**config.mk**
```make
export PLATFORM = sky130hd
export DESIGN_NAME = priority_arbiter_4_flat
export DESIGN_NICKNAME = d
export VERILOG_FILES = /design/src/rtl/priority_arbiter_4_if.sv /design/src/rtl/priority_arbiter_4.sv /design/src/flat_wrapper.sv
export SDC_FILE = /design/constraint.sdc
export NUM_CORES = 1
export LEC_CHECK = 0
export BUFFER_PORTS_ARGS = -buffer_cell sky130_fd_sc_hd__buf_2
export CORE_UTILIZATION = 40
export CTS_CLUSTER_DIAMETER = 50
export DETAILED_ROUTE_END_ITERATION = 16
export MAX_ROUTING_LAYER = met4
export PLACE_DENSITY = 0.58
export SYNTH_ARGS = -nofsm -noshare
export SYNTH_HDL_FRONTEND = slang
export SYNTH_SLANG_ARGS = --single-unit
```
**constraint.sdc**
```tcl
create_clock -name clk -period 1.97 [get_ports clk]
set_clock_uncertainty 0.2 [all_clocks]
set_input_delay 0.0985 -clock clk [delete_from_list [all_inputs] [get_ports clk]]
set_output_delay 0.0985 -clock clk [all_outputs]
set_load 0.01 [all_outputs]
```
**src/rtl/priority_arbiter_4_if.sv**
```systemverilog
// Request/grant bundle for the 4-way priority arbiter.
// The requesting side uses the master modport; the arbiter uses the slave modport.
interface priority_arbiter_4_if;
  logic [3:0] req;      // request vector, bit n = requester n
  logic       done;     // owner release strobe
  logic       mode;     // 0 = fixed priority, 1 = round robin
  logic [3:0] gnt;      // one-hot grant, 0 when idle
  logic [1:0] y;        // index of current owner, 0 when idle
  logic       valid;    // grant active
  logic       timeout;  // one-cycle pulse on timeout revocation

  modport master (
    output req,
    output done,
    output mode,
    input  gnt,
    input  y,
    input  valid,
    input  timeout
  );

  modport slave (
    input  req,
    input  done,
    input  mode,
    output gnt,
    output y,
    output valid,
    output timeout
  );
endinterface

```
**src/rtl/priority_arbiter_4.sv**
```systemverilog
// 4-requester arbiter with fixed-priority or round-robin selection.
// Two states: IDLE makes the selection, GRANT holds the owner until it
// releases (done), withdraws its request, or exhausts its TIMEOUT cycles.
// Every release is followed by one dead IDLE cycle. All outputs are registered.

// Property checker for the arbiter outputs; kept separate from the datapath.
module priority_arbiter_4_chk (
  input logic       clk,
  input logic       rst_n,
  input logic [3:0] gnt,
  input logic [1:0] y,
  input logic       valid
);
  // Grant vector never carries more than one bit.
  a_gnt_onehot0 : assert property (@(posedge clk) disable iff (!rst_n) $onehot0(gnt));

  // While valid, the grant vector decodes the owner index.
  a_gnt_matches_y : assert property (@(posedge clk) disable iff (!rst_n)
    valid |-> (gnt == (4'b0001 << y)));

  // While idle, both grant and index read as zero.
  a_idle_zero : assert property (@(posedge clk) disable iff (!rst_n)
    !valid |-> ((gnt == 4'b0000) && (y == 2'b00)));
endmodule

module priority_arbiter_4 #(
  parameter int TIMEOUT = 8  // max consecutive grant cycles per owner, 1..255
) (
  input logic                 clk,
  input logic                 rst_n,
  priority_arbiter_4_if.slave bus
);

  // Last hold_cnt value an owner may reach before the grant is revoked.
  localparam logic [7:0] HOLD_MAX = 8'(TIMEOUT - 1);

  typedef enum logic [0:0] {
    ST_IDLE  = 1'b0,
    ST_GRANT = 1'b1
  } state_t;

  state_t     state_r,    state_s;
  logic [3:0] gnt_r,      gnt_s;
  logic [1:0] y_r,        y_s;
  logic       valid_r,    valid_s;
  logic       timeout_r,  timeout_s;
  logic [7:0] hold_cnt_r, hold_cnt_s;
  logic [1:0] last_r,     last_s;

  logic [1:0] pick_s;
  logic       owner_req_s;
  logic       time_up_s;
  logic       release_s;

  // Highest set bit wins (bit 3 first); caller guarantees req is non-zero.
  function automatic logic [1:0] pick_fixed(input logic [3:0] r);
    logic [1:0] sel;
    if (r[3]) begin
      sel = 2'd3;
    end else if (r[2]) begin
      sel = 2'd2;
    end else if (r[1]) begin
      sel = 2'd1;
    end else begin
      sel = 2'd0;
    end
    return sel;
  endfunction

  // First set bit searching last+1, last+2, last+3, last+4 (mod 4).
  // last+4 wraps back to last itself, so a sole requester can be re-granted.
  function automatic logic [1:0] pick_rr(input logic [3:0] r, input logic [1:0] last);
    logic [1:0] sel;
    logic [1:0] idx;
    logic       found;
    sel   = 2'd0;
    found = 1'b0;
    for (int k = 1; k <= 4; k++) begin
      idx = last + k[1:0];
      if (!found && r[idx]) begin
        sel   = idx;
        found = 1'b1;
      end
    end
    return sel;
  endfunction

  // One-hot decode of an owner index.
  function automatic logic [3:0] decode(input logic [1:0] idx);
    logic [3:0] v;
    case (idx)
      2'd0:    v = 4'b0001;
      2'd1:    v = 4'b0010;
      2'd2:    v = 4'b0100;
      2'd3:    v = 4'b1000;
      default: v = 4'b0000;
    endcase
    return v;
  endfunction

  // Candidate owner and release causes for the current cycle.
  always_comb begin
    if (bus.mode) begin
      pick_s = pick_rr(bus.req, last_r);
    end else begin
      pick_s = pick_fixed(bus.req);
    end
    owner_req_s = bus.req[y_r];
    time_up_s   = (hold_cnt_r == HOLD_MAX);
    release_s   = bus.done || !owner_req_s || time_up_s;
  end

  // Next-state and next-output decisions for the IDLE/GRANT machine.
  always_comb begin
    state_s    = state_r;
    gnt_s      = gnt_r;
    y_s        = y_r;
    valid_s    = valid_r;
    timeout_s  = 1'b0;
    hold_cnt_s = hold_cnt_r;
    last_s     = last_r;
    case (state_r)
      ST_IDLE: begin
        if (bus.req != 4'b0000) begin
          state_s    = ST_GRANT;
          y_s        = pick_s;
          gnt_s      = decode(pick_s);
          valid_s    = 1'b1;
          hold_cnt_s = 8'd0;
        end else begin
          state_s    = ST_IDLE;
          y_s        = 2'd0;
          gnt_s      = 4'b0000;
          valid_s    = 1'b0;
          hold_cnt_s = 8'd0;
        end
      end
      ST_GRANT: begin
        if (release_s) begin
          state_s    = ST_IDLE;
          y_s        = 2'd0;
          gnt_s      = 4'b0000;
          valid_s    = 1'b0;
          hold_cnt_s = 8'd0;
          last_s     = y_r;
          // A coincident done or request withdrawal takes the blame instead.
          timeout_s  = time_up_s && !bus.done && owner_req_s;
        end else begin
          hold_cnt_s = hold_cnt_r + 8'd1;
        end
      end
      default: begin
        state_s    = ST_IDLE;
        y_s        = 2'd0;
        gnt_s      = 4'b0000;
        valid_s    = 1'b0;
        hold_cnt_s = 8'd0;
        last_s     = 2'd3;
      end
    endcase
  end

  // State and output registers; reset clears the grant without a clock.
  always_ff @(posedge clk or negedge rst_n) begin
    if (!rst_n) begin
      state_r    <= ST_IDLE;
      gnt_r      <= 4'b0000;
      y_r        <= 2'd0;
      valid_r    <= 1'b0;
      timeout_r  <= 1'b0;
      hold_cnt_r <= 8'd0;
      last_r     <= 2'd3;
    end else begin
      state_r    <= state_s;
      gnt_r      <= gnt_s;
      y_r        <= y_s;
      valid_r    <= valid_s;
      timeout_r  <= timeout_s;
      hold_cnt_r <= hold_cnt_s;
      last_r     <= last_s;
    end
  end

  assign bus.gnt     = gnt_r;
  assign bus.y       = y_r;
  assign bus.valid   = valid_r;
  assign bus.timeout = timeout_r;

  priority_arbiter_4_chk u_chk (
    .clk   (clk),
    .rst_n (rst_n),
    .gnt   (gnt_r),
    .y     (y_r),
    .valid (valid_r)
  );

endmodule

```
**src/flat_wrapper.sv**
```systemverilog
// flat-port wrapper written by rule: the top's interface ports become plain ports
module priority_arbiter_4_flat 
#(
  parameter int TIMEOUT = 8                                                   
)
  (clk, rst_n, bus_req, bus_done, bus_mode, bus_gnt, bus_y, bus_valid, bus_timeout);
  priority_arbiter_4_if bus_i ();
  input logic clk;
  input logic rst_n;
  input wire logic [$bits(bus_i.req)-1:0] bus_req;
  input wire logic [$bits(bus_i.done)-1:0] bus_done;
  input wire logic [$bits(bus_i.mode)-1:0] bus_mode;
  output wire logic [$bits(bus_i.gnt)-1:0] bus_gnt;
  output wire logic [$bits(bus_i.y)-1:0] bus_y;
  output wire logic [$bits(bus_i.valid)-1:0] bus_valid;
  output wire logic [$bits(bus_i.timeout)-1:0] bus_timeout;
  assign bus_i.req = bus_req;
  assign bus_i.done = bus_done;
  assign bus_i.mode = bus_mode;
  assign bus_gnt = bus_i.gnt;
  assign bus_y = bus_i.y;
  assign bus_valid = bus_i.valid;
  assign bus_timeout = bus_i.timeout;
  priority_arbiter_4 #(.TIMEOUT(TIMEOUT)) u_core (.clk(clk), .rst_n(rst_n), .bus(bus_i));
endmodule
```
==> parameters.txt, run 1 <==
Parameter                              Value

Status
  Status ... complete, no violations

Placement
  RePlAce Congestion ... 0.9229
  Placement Cell Area ... 0.001055 mm²
  Number of I/O port buffers ... 15
  Post-DP HPWL ... 1280 µm
  Instance count after placement with tap cells included ... 134

Job
  Number of max-capacitance violations reported ... 0

Timing
  Count of final max-slew check failures ... 0
  Final hold violation count ... 0
  Final setup violation count ... 0
  Setup_tns ... 0 ns
  Share of the clock period used by the worst path after layout ... 93.21%
  Achievable Freq ... 0.5446 GHz
  Actual slew at the worst max-slew pin ... 0.4115 ns
  Max transition margin ... 72.56%
  Post-layout min period ... 1.836 ns
  Unrepaired setup endpoints after global routing ... false
  Worst-case hold slack ... 0.05807 ns

Clock network
  Clock latency reported for the late side of the worst-skew pair ... 0.29 ns
  Buffers from clock root to sink, at most ... 2
  Maximum level of the CTS H-tree ... 1
  Sinks on Clock Net ... 19
  Number of buffers inserted during clock tree synthesis ... 3
  Clock transition time at the flip-flop clock pins of the worst setup and hold paths ... 0.11 ns
  Root buffer cell ... sky130_fd_sc_hd__clkbuf_4
  TritonCTS clock tree ... done

Global route
  Initial antenna violation count ... 0
  Maximum number of pins on one net before global-route repair ... 20
  Overflow left after global routing ... 0
  Global-route wire length before repair ... 3277 µm
  Number of global-route vias before repair ... 688
  All-layer global routing usage ... 17.59%

Critical path
  Worst-path maximum fanout ... 9
  Data required time at the worst endpoint ... 1.96 ns
  Data arrival, critical path ... 1.83 ns
  Cell with the biggest individual delay on the critical path ... sky130_fd_sc_hd__dfstp_2
  Highest cell delay on the worst timing path ... 0.63 ns
  Category of the worst setup path launch point ... flip-flop
  Type of the worst setup path ... flip-flop to flip-flop
  Chain of cells forming the critical path ... nand2_1 -> a21oi_1 -> a311oi_1 -> a221o_1 -> a32o_1
  Endpoint type of the worst setup path ... flip-flop

Final layout
  Finished Cell Area ... 0.001110 mm²
  Antenna diode count ... 0
  Net total in the final layout ... 122
  Share of cells above drive strength 1 ... 25.00%
  Post-layout instance count excluding filler cells ... 140
  Layout Area Growth over Synthesis ... 14.16%

Routing
  1st-pass router iterations ... 4
  Drc violations ... 0
  Per-cell routed wire length ... 12.77 µm
  Via Count ... 723
  Routed Antenna Nets ... 0
  Drt total wl ... 1788 µm
  Initial detailed-routing violation count ... 4
  Routed vias/inst ... 5.164

Power and ir drop
  Total Power Consumption ... 1.167 mW
  Static Leak ... 0.5117 nW
  Peak ir drop on the vdd network ... 0.7628 mV
  Power density cells ... 1051 mW/mm²

Logic synthesis
  Synthesized flop and latch total ... 19
  Number of warnings issued by yosys ... 0
  Post-Syn Instances ... 94
  Number of enable flip-flop cells after synthesis ... 0
  Fraction of synthesized cell area taken by the top area cell type ... 43.76%
  Most used flip-flop cell after synthesis ... sky130_fd_sc_hd__dfrtp_1
  Post-synthesis instance area ... 972.2 µm²
  Mean Syn Cell Area ... 10.34 µm²
  Sequential-to-total area share from yosys stat ... 49.16%
  Cell types with the highest counts after synthesis ... sky130_fd_sc_hd__dfrtp_1 (17), sky130_fd_sc_hd__nor2_1 (13), sky130_fd_sc_hd__nand2_1 (10)
  Largest cells by area after synthesis ... sky130_fd_sc_hd__dfrtp_1 (44%), sky130_fd_sc_hd__dfstp_2 (5.4%), sky130_fd_sc_hd__nor2_1 (5.0%)
  Count of different cell masters after synthesis ... 34
  Cell taking the most area after synthesis ... sky130_fd_sc_hd__dfrtp_1
  Most frequently used cell type in the post-synthesis netlist ... sky130_fd_sc_hd__dfrtp_1
  Net Count, Synth ... 103
  Asr flop ratio synth ... 100.0%

Die
  Chip Height ... 51.30 µm
  Die area ... 0.002632 mm²
  Core area ... 0.002255 mm²
  Die Span X ... 51.30 µm
  Initial Util ... 43.12%
  Number of primary I/O pins ... 16
  Number of placement rows ... 17

Hold path
  Worst hold path class ... input port to asynchronous set/reset pin
placed cells by master, fill, tap and decap left out, types with 2 or more instances in the layout:
cell type | synthesis | routed
sky130_fd_sc_hd__nand3b_1 | 3 | 3
sky130_fd_sc_hd__dlygate4sd3_1 | 0 | 2
sky130_fd_sc_hd__clkbuf_4 | 0 | 3
sky130_fd_sc_hd__dfstp_2 | 2 | 2
sky130_fd_sc_hd__xnor2_1 | 2 | 2
sky130_fd_sc_hd__a22o_1 | 2 | 2
sky130_fd_sc_hd__nor2_1 | 13 | 13
sky130_fd_sc_hd__o21ai_0 | 4 | 4
sky130_fd_sc_hd__dfrtp_1 | 17 | 17
sky130_fd_sc_hd__a21o_1 | 2 | 2
sky130_fd_sc_hd__nand2b_1 | 3 | 3
sky130_fd_sc_hd__mux2_2 | 2 | 2
sky130_fd_sc_hd__buf_2 | 0 | 15
sky130_fd_sc_hd__xor2_1 | 4 | 4
sky130_fd_sc_hd__nor2b_1 | 3 | 2
sky130_fd_sc_hd__and3_1 | 2 | 2
sky130_fd_sc_hd__nand3_1 | 4 | 4
sky130_fd_sc_hd__nand2_1 | 10 | 10
sky130_fd_sc_hd__or2_2 | 2 | 2
state kept, by name (all words and copies together), names as in the netlist:
register / count
u_core.state_r: 1
u_core.bus.gnt: 4
u_core.bus.timeout: 1
u_core.hold_cnt_r: 8
u_core.bus.valid: 1
u_core.bus.y: 2
u_core.last_r: 2
final timing paths:
check / slack [ns] / to / depth (start not counted) / start
worst min-delay path: 0.06 / u_core.bus.timeout / 2 / rst_n
worst max register to register: 0.13 / u_core.bus.gnt[2] / 5 / u_core.last_r[1]
worst min register to register: 0.29 / u_core.hold_cnt_r[0] / 1 / u_core.hold_cnt_r[0]
worst max-delay path: 0.13 / u_core.bus.gnt[2] / 5 / u_core.last_r[1]
min in group clk: 0.10 / u_core.bus.gnt[1] / 3 / bus_req[2]
max in group asynchronous: 1.19 / u_core.last_r[0] / 2 / rst_n
per-layer routing:
metal	track usage (%)	vias up	part of all wire (%)	routed length [µm]
met5	-	-	0	0
met4	9.009	0	1.5	27
met3	3.869	4	4.1	73
met2	23.03	14	42	748
met1	25.24	337	52	938
li1	-	368	-	-
area by class of cell:
class / instances / area (µm²)
clock buffer: 4 / 26.28
fill: 222 / 1145
inverter: 1 / 3.754
multi-input combinational: 71 / 471.7
sequential: 19 / 478.0
tap: 28 / 35.03
timing repair buffer: 17 / 95.09
worst max-delay path: cells and delay by family (launching register included):
kind / cells / cell delay, ns
AND/OR/NAND/NOR: 1 / 0.08
AO/OA/AOI/OAI: 4 / 0.82
flip-flops: 1 / 0.63
kinds of logic (layout without fill, tap and decap cells):
family | count (synthesis) | count (layout) | synth area share, %
AO/OA/AOI/OAI | 15 | 15 | 11.58
XOR/XNOR | 6 | 6 | 5.405
adder cells (fa/ha/maj) | 1 | 1 | 1.287
buffers and inverters | 4 | 22 | 3.216
flip-flops | 19 | 19 | 49.16
multiplexers | 3 | 3 | 4.633
AND/OR/NAND/NOR | 46 | 46 | 24.71
stage by stage:
stage	utilization [%]	worst slack, ns
after detailed placement	46.78	0.1278
after global routing	49.22	0.02247
final	49.22	0.1338
after global placement	46.78	0.1186
after floorplan	-	0.1746
after CTS	48.83	0.08186
report_power, final:
group | switching (mW) | internal [mW] | total (mW)
Sequential | 0.0918 | 0.493 | 0.585
Combinational | 0.197 | 0.188 | 0.385
Clock | 0.118 | 0.0788 | 0.197
Total | 0.407 | 0.760 | 1.17
repair_timing:
action / CTS / global route
endpoints found under the hold margin: 21 / 0
hold buffers: 2 / 0
gates resized for setup: 0 / 2
setup buffers: 0 / 0
endpoints found under the setup margin: 0 / 8
No activity file was read; power rests on OpenSTA's default activity.
==> run 2: changes to the inputs <==
Settings changed: CORE_MARGIN from default to 2, GPL_TIMING_DRIVEN from default to 0.
Clock period 1.97 ns to 1.71 ns, I/O delays scaled along.
==> run 2 against run 1 <==
  * The flow now finishes with violations (negative setup slack)
  * Die area rose by 7.9%
  * Register-to-register slack got worse by 0.25 ns
  * Global-route usage is 0.41 points higher
  * Clock-buffer cell count unchanged
  * Wire length up 15%
  * Utilization is 4.7 points higher
  * Largest power group unchanged
  * Critical endpoint unchanged
  * Sequential power grew 15%
  * Power grew 26%
  * Combinational power up 50%
==> parameters.txt, run 2 (same netlist as run 1, synthesis figures left out) <==
Parameter                              Value

Status
  Status ... finished with violations (was complete, no violations)
  Violations in the final reports ... negative setup slack

Timing
  Unrepaired setup endpoints after global routing ... true (was false)
  Setup_tns ... -0.3676 ns (was 0 ns)
  Actual slew at the worst max-slew pin ... 0.4212 ns (was 0.4115 ns)
  Final critical-path setup slack ... -0.1175 ns (was 0.1338 ns)
  Achievable Freq ... 0.5472 GHz (was 0.5446 GHz)
  Count of final max-slew check failures ... 0 (unchanged)
  Share of the clock period used by the worst path after layout ... 106.9% (was 93.21%)
  Final setup violation count ... 5 (was 0)
  Max transition margin ... 71.92% (was 72.56%)
  Post-layout min period ... 1.827 ns (was 1.836 ns)
  Final hold violation count ... 0 (unchanged)

Routing
  Drt total wl ... 2061 µm (was 1788 µm)
  Routed vias/inst ... 5.275 (was 5.164)
  Drc violations ... 0 (unchanged)
  Routed Antenna Nets ... 0 (unchanged)
  Initial detailed-routing violation count ... 10 (was 4)
  Via Count ... 786 (was 723)
  Per-cell routed wire length ... 13.83 µm (was 12.77 µm)
  1st-pass router iterations ... 4 (unchanged)

Critical path
  Data arrival, critical path ... 1.82 ns (was 1.83 ns)
  Worst-path maximum fanout ... 6 (was 9)
  Endpoint type of the worst setup path ... flip-flop (unchanged)
  Category of the worst setup path launch point ... flip-flop (unchanged)
  Type of the worst setup path ... flip-flop to flip-flop (unchanged)
  Data required time at the worst endpoint ... 1.70 ns (was 1.96 ns)

Final layout
  Leading cell type in the layout, fill and taps excluded ... sky130_fd_sc_hd__dfrtp_1 (unchanged)
  Register with the most flip-flops ... u_core.hold_cnt_r (unchanged)
  Most frequent cells in the layout ... sky130_fd_sc_hd__dfrtp_1 (17), sky130_fd_sc_hd__buf_2 (14), sky130_fd_sc_hd__nor2_1 (13), sky130_fd_sc_hd__nand2_1 (10), sky130_fd_sc_hd__buf_4 (8) (was sky130_fd_sc_hd__dfrtp_1 (17), sky130_fd_sc_hd__buf_2 (15), sky130_fd_sc_hd__nor2_1 (13), sky130_fd_sc_hd__nand2_1 (10))
  Antenna diode count ... 0 (unchanged)
  Layout Area Growth over Synthesis ... 25.10% (was 14.16%)
  Post-Route Utilization ... 53.94% (was 49.22%)
  Layout filler cell count ... 222 (unchanged)
  Share of cells above drive strength 1 ... 33.88% (was 25.00%)
  Net total in the final layout ... 131 (was 122)
  Max FFs per register ... 8 (unchanged)
  Finished Cell Area ... 0.001216 mm² (was 0.001110 mm²)
  Combined area of the multi-input logic cells ... 500.5 µm² (was 471.7 µm²)
  Reg area ... 478.0 µm² (unchanged)

Power and ir drop
  Total Power Consumption ... 1.472 mW (was 1.167 mW)
  Logic gate share of total power ... 39.2% (was 33.0%)
  Sequential cell fraction of total power ... 45.7% (was 50.1%)
  Cell-internal power ... 960.8 µW (was 760.3 µW)
  Sw frac ... 34.74% (was 34.84%)
  Power density cells ... 1211 mW/mm² (was 1051 mW/mm²)
  Power dissipated by switching net loads ... 511.5 µW (was 406.5 µW)
  Static Leak ... 0.5868 nW (was 0.5117 nW)
  Relative contribution of the clock network to total power ... 15.2% (was 16.9%)
  Peak ir drop on the vdd network ... 1.002 mV (was 0.7628 mV)

Global route
  All-layer global routing usage ... 18.00% (was 17.59%)
  Initial antenna violation count ... 0 (unchanged)
  Overflow left after global routing ... 0 (unchanged)
  Global-route wire length before repair ... 3477 µm (was 3277 µm)
  Maximum number of pins on one net before global-route repair ... 20 (unchanged)
  Number of global-route vias before repair ... 720 (was 688)

Placement
  Number of I/O port buffers ... 14 (was 15)
  Worst slack after detailed placement ... -0.1340 ns (was 0.1278 ns)
  Post-DP HPWL ... 1330 µm (was 1280 µm)
  RePlAce Congestion ... 0.7396 (was 0.9229)
  Placement Cell Area ... 0.001095 mm² (was 0.001055 mm²)

Die
  Number of placement rows ... 17 (unchanged)
  Die area ... 0.002841 mm² (was 0.002632 mm²)
  Initial Util ... 43.12% (unchanged)
  Number of primary I/O pins ... 16 (unchanged)
  Core area ... 0.002255 mm² (unchanged)
  Die Span X ... 53.30 µm (was 51.30 µm)
  Chip Height ... 53.30 µm (was 51.30 µm)

Job
  Number of max-capacitance violations reported ... 0 (unchanged)

Clock network
  TritonCTS clock tree ... done (unchanged)
  Root buffer cell ... sky130_fd_sc_hd__clkbuf_4 (unchanged)
  Maximum level of the CTS H-tree ... 1 (unchanged)
  Buffers from clock root to sink, at most ... 2 (unchanged)
  Number of buffers inserted during clock tree synthesis ... 3 (unchanged)
  Clock transition time at the flip-flop clock pins of the worst setup and hold paths ... 0.10 ns (was 0.11 ns)
  Sinks on Clock Net ... 19 (unchanged)
  Clock latency reported for the late side of the worst-skew pair ... 0.29 ns (about the same)

Hold path
  Worst hold path class ... input port to asynchronous set/reset pin (unchanged)
==> run 2: cell types whose count changed in the layout (fill, tap and decap cells not counted), moves of 2 or more <==
cell / before / now
sky130_fd_sc_hd__o21ai_0: 4 / 2
sky130_fd_sc_hd__buf_6: 0 / 2
sky130_fd_sc_hd__o21ai_1: 0 / 2
sky130_fd_sc_hd__buf_4: 0 / 8
==> run 2: area by class of cell <==
type                            instances  share of cell area (%)
Tap cell                               28                   2.881
Inverter                                1                  0.3086
Multi-Input combinational cell         71                   41.15
Timing Repair Buffer                   25                   13.27
Clock buffer                            4                   2.160
Sequential cell                        19                   39.30
Buffer                                  1                  0.9259
==> run 2: routing by layer <==
metal | wire length (µm) | up-vias | GRT usage, %
met5 | 0 | - | -
met4 | 54 | 0 | 10.26
met3 | 51 | 6 | 1.695
met2 | 912 | 14 | 22.84
met1 | 1043 | 382 | 27.44
li1 | - | 384 | -
==> run 2: path summary, 6_finish.rpt <==
| kind | depth (start not counted) | slack (ns) | startpoint | end |
|---|---|---|---|---|
| hold reg to reg | 1 | 0.29 | u_core.hold_cnt_r[0] | u_core.hold_cnt_r[0] |
| max in group asynchronous | 2 | 0.93 | rst_n | u_core.last_r[1] |
| hold / removal | 2 | 0.05 | rst_n | u_core.hold_cnt_r[3] |
| setup reg to reg | 6 | -0.12 | u_core.last_r[1] | u_core.bus.gnt[2] |
| setup / recovery | 6 | -0.12 | u_core.last_r[1] | u_core.bus.gnt[2] |
| min in group clk | 3 | 0.08 | bus_req[3] | u_core.bus.gnt[1] |
==> run 2: worst max-delay path, cell delays in order, from the launching register on <==
cell	delay, ns
sky130_fd_sc_hd__dfstp_2	0.42
sky130_fd_sc_hd__buf_6	0.12
sky130_fd_sc_hd__buf_4	0.13
sky130_fd_sc_hd__nand3b_1	0.10
sky130_fd_sc_hd__o21ai_1	0.08
sky130_fd_sc_hd__a221o_1	0.40
sky130_fd_sc_hd__a32o_1	0.28
==> run 2: power groups by stage <==
| stage | combinational (mW) | sequential (mW) | clock, mW |
|---|---|---|---|
| after floorplan | 0.334 | 0.682 | 0 |
| after detailed placement | 0.505 | 0.669 | 0 |
| after global routing | 0.628 | 0.688 | 0.265 |
| final | 0.576 | 0.672 | 0.224 |
| after global placement | 0.502 | 0.664 | 0 |
| after CTS | 0.559 | 0.668 | 0.236 |
==> run 2: repair_timing <==
action	4_1_cts	5_1_grt
hold buffers	2	0
gates resized for setup	6	6
gates cloned	0	0
setup buffers	6	3
endpoints found under the hold margin	21	0
setup endpoints to repair	17	17
pin swaps	4	2
==> run 2: per-stage QoR <==
step | hold WS [ns] | cells
after floorplan | -0.4101 | 94
after global placement | -0.1540 | 136
after detailed placement | -0.1484 | 136
after CTS | 0.05209 | 147
after global routing | 0.06434 | 149
final | 0.04925 | 149
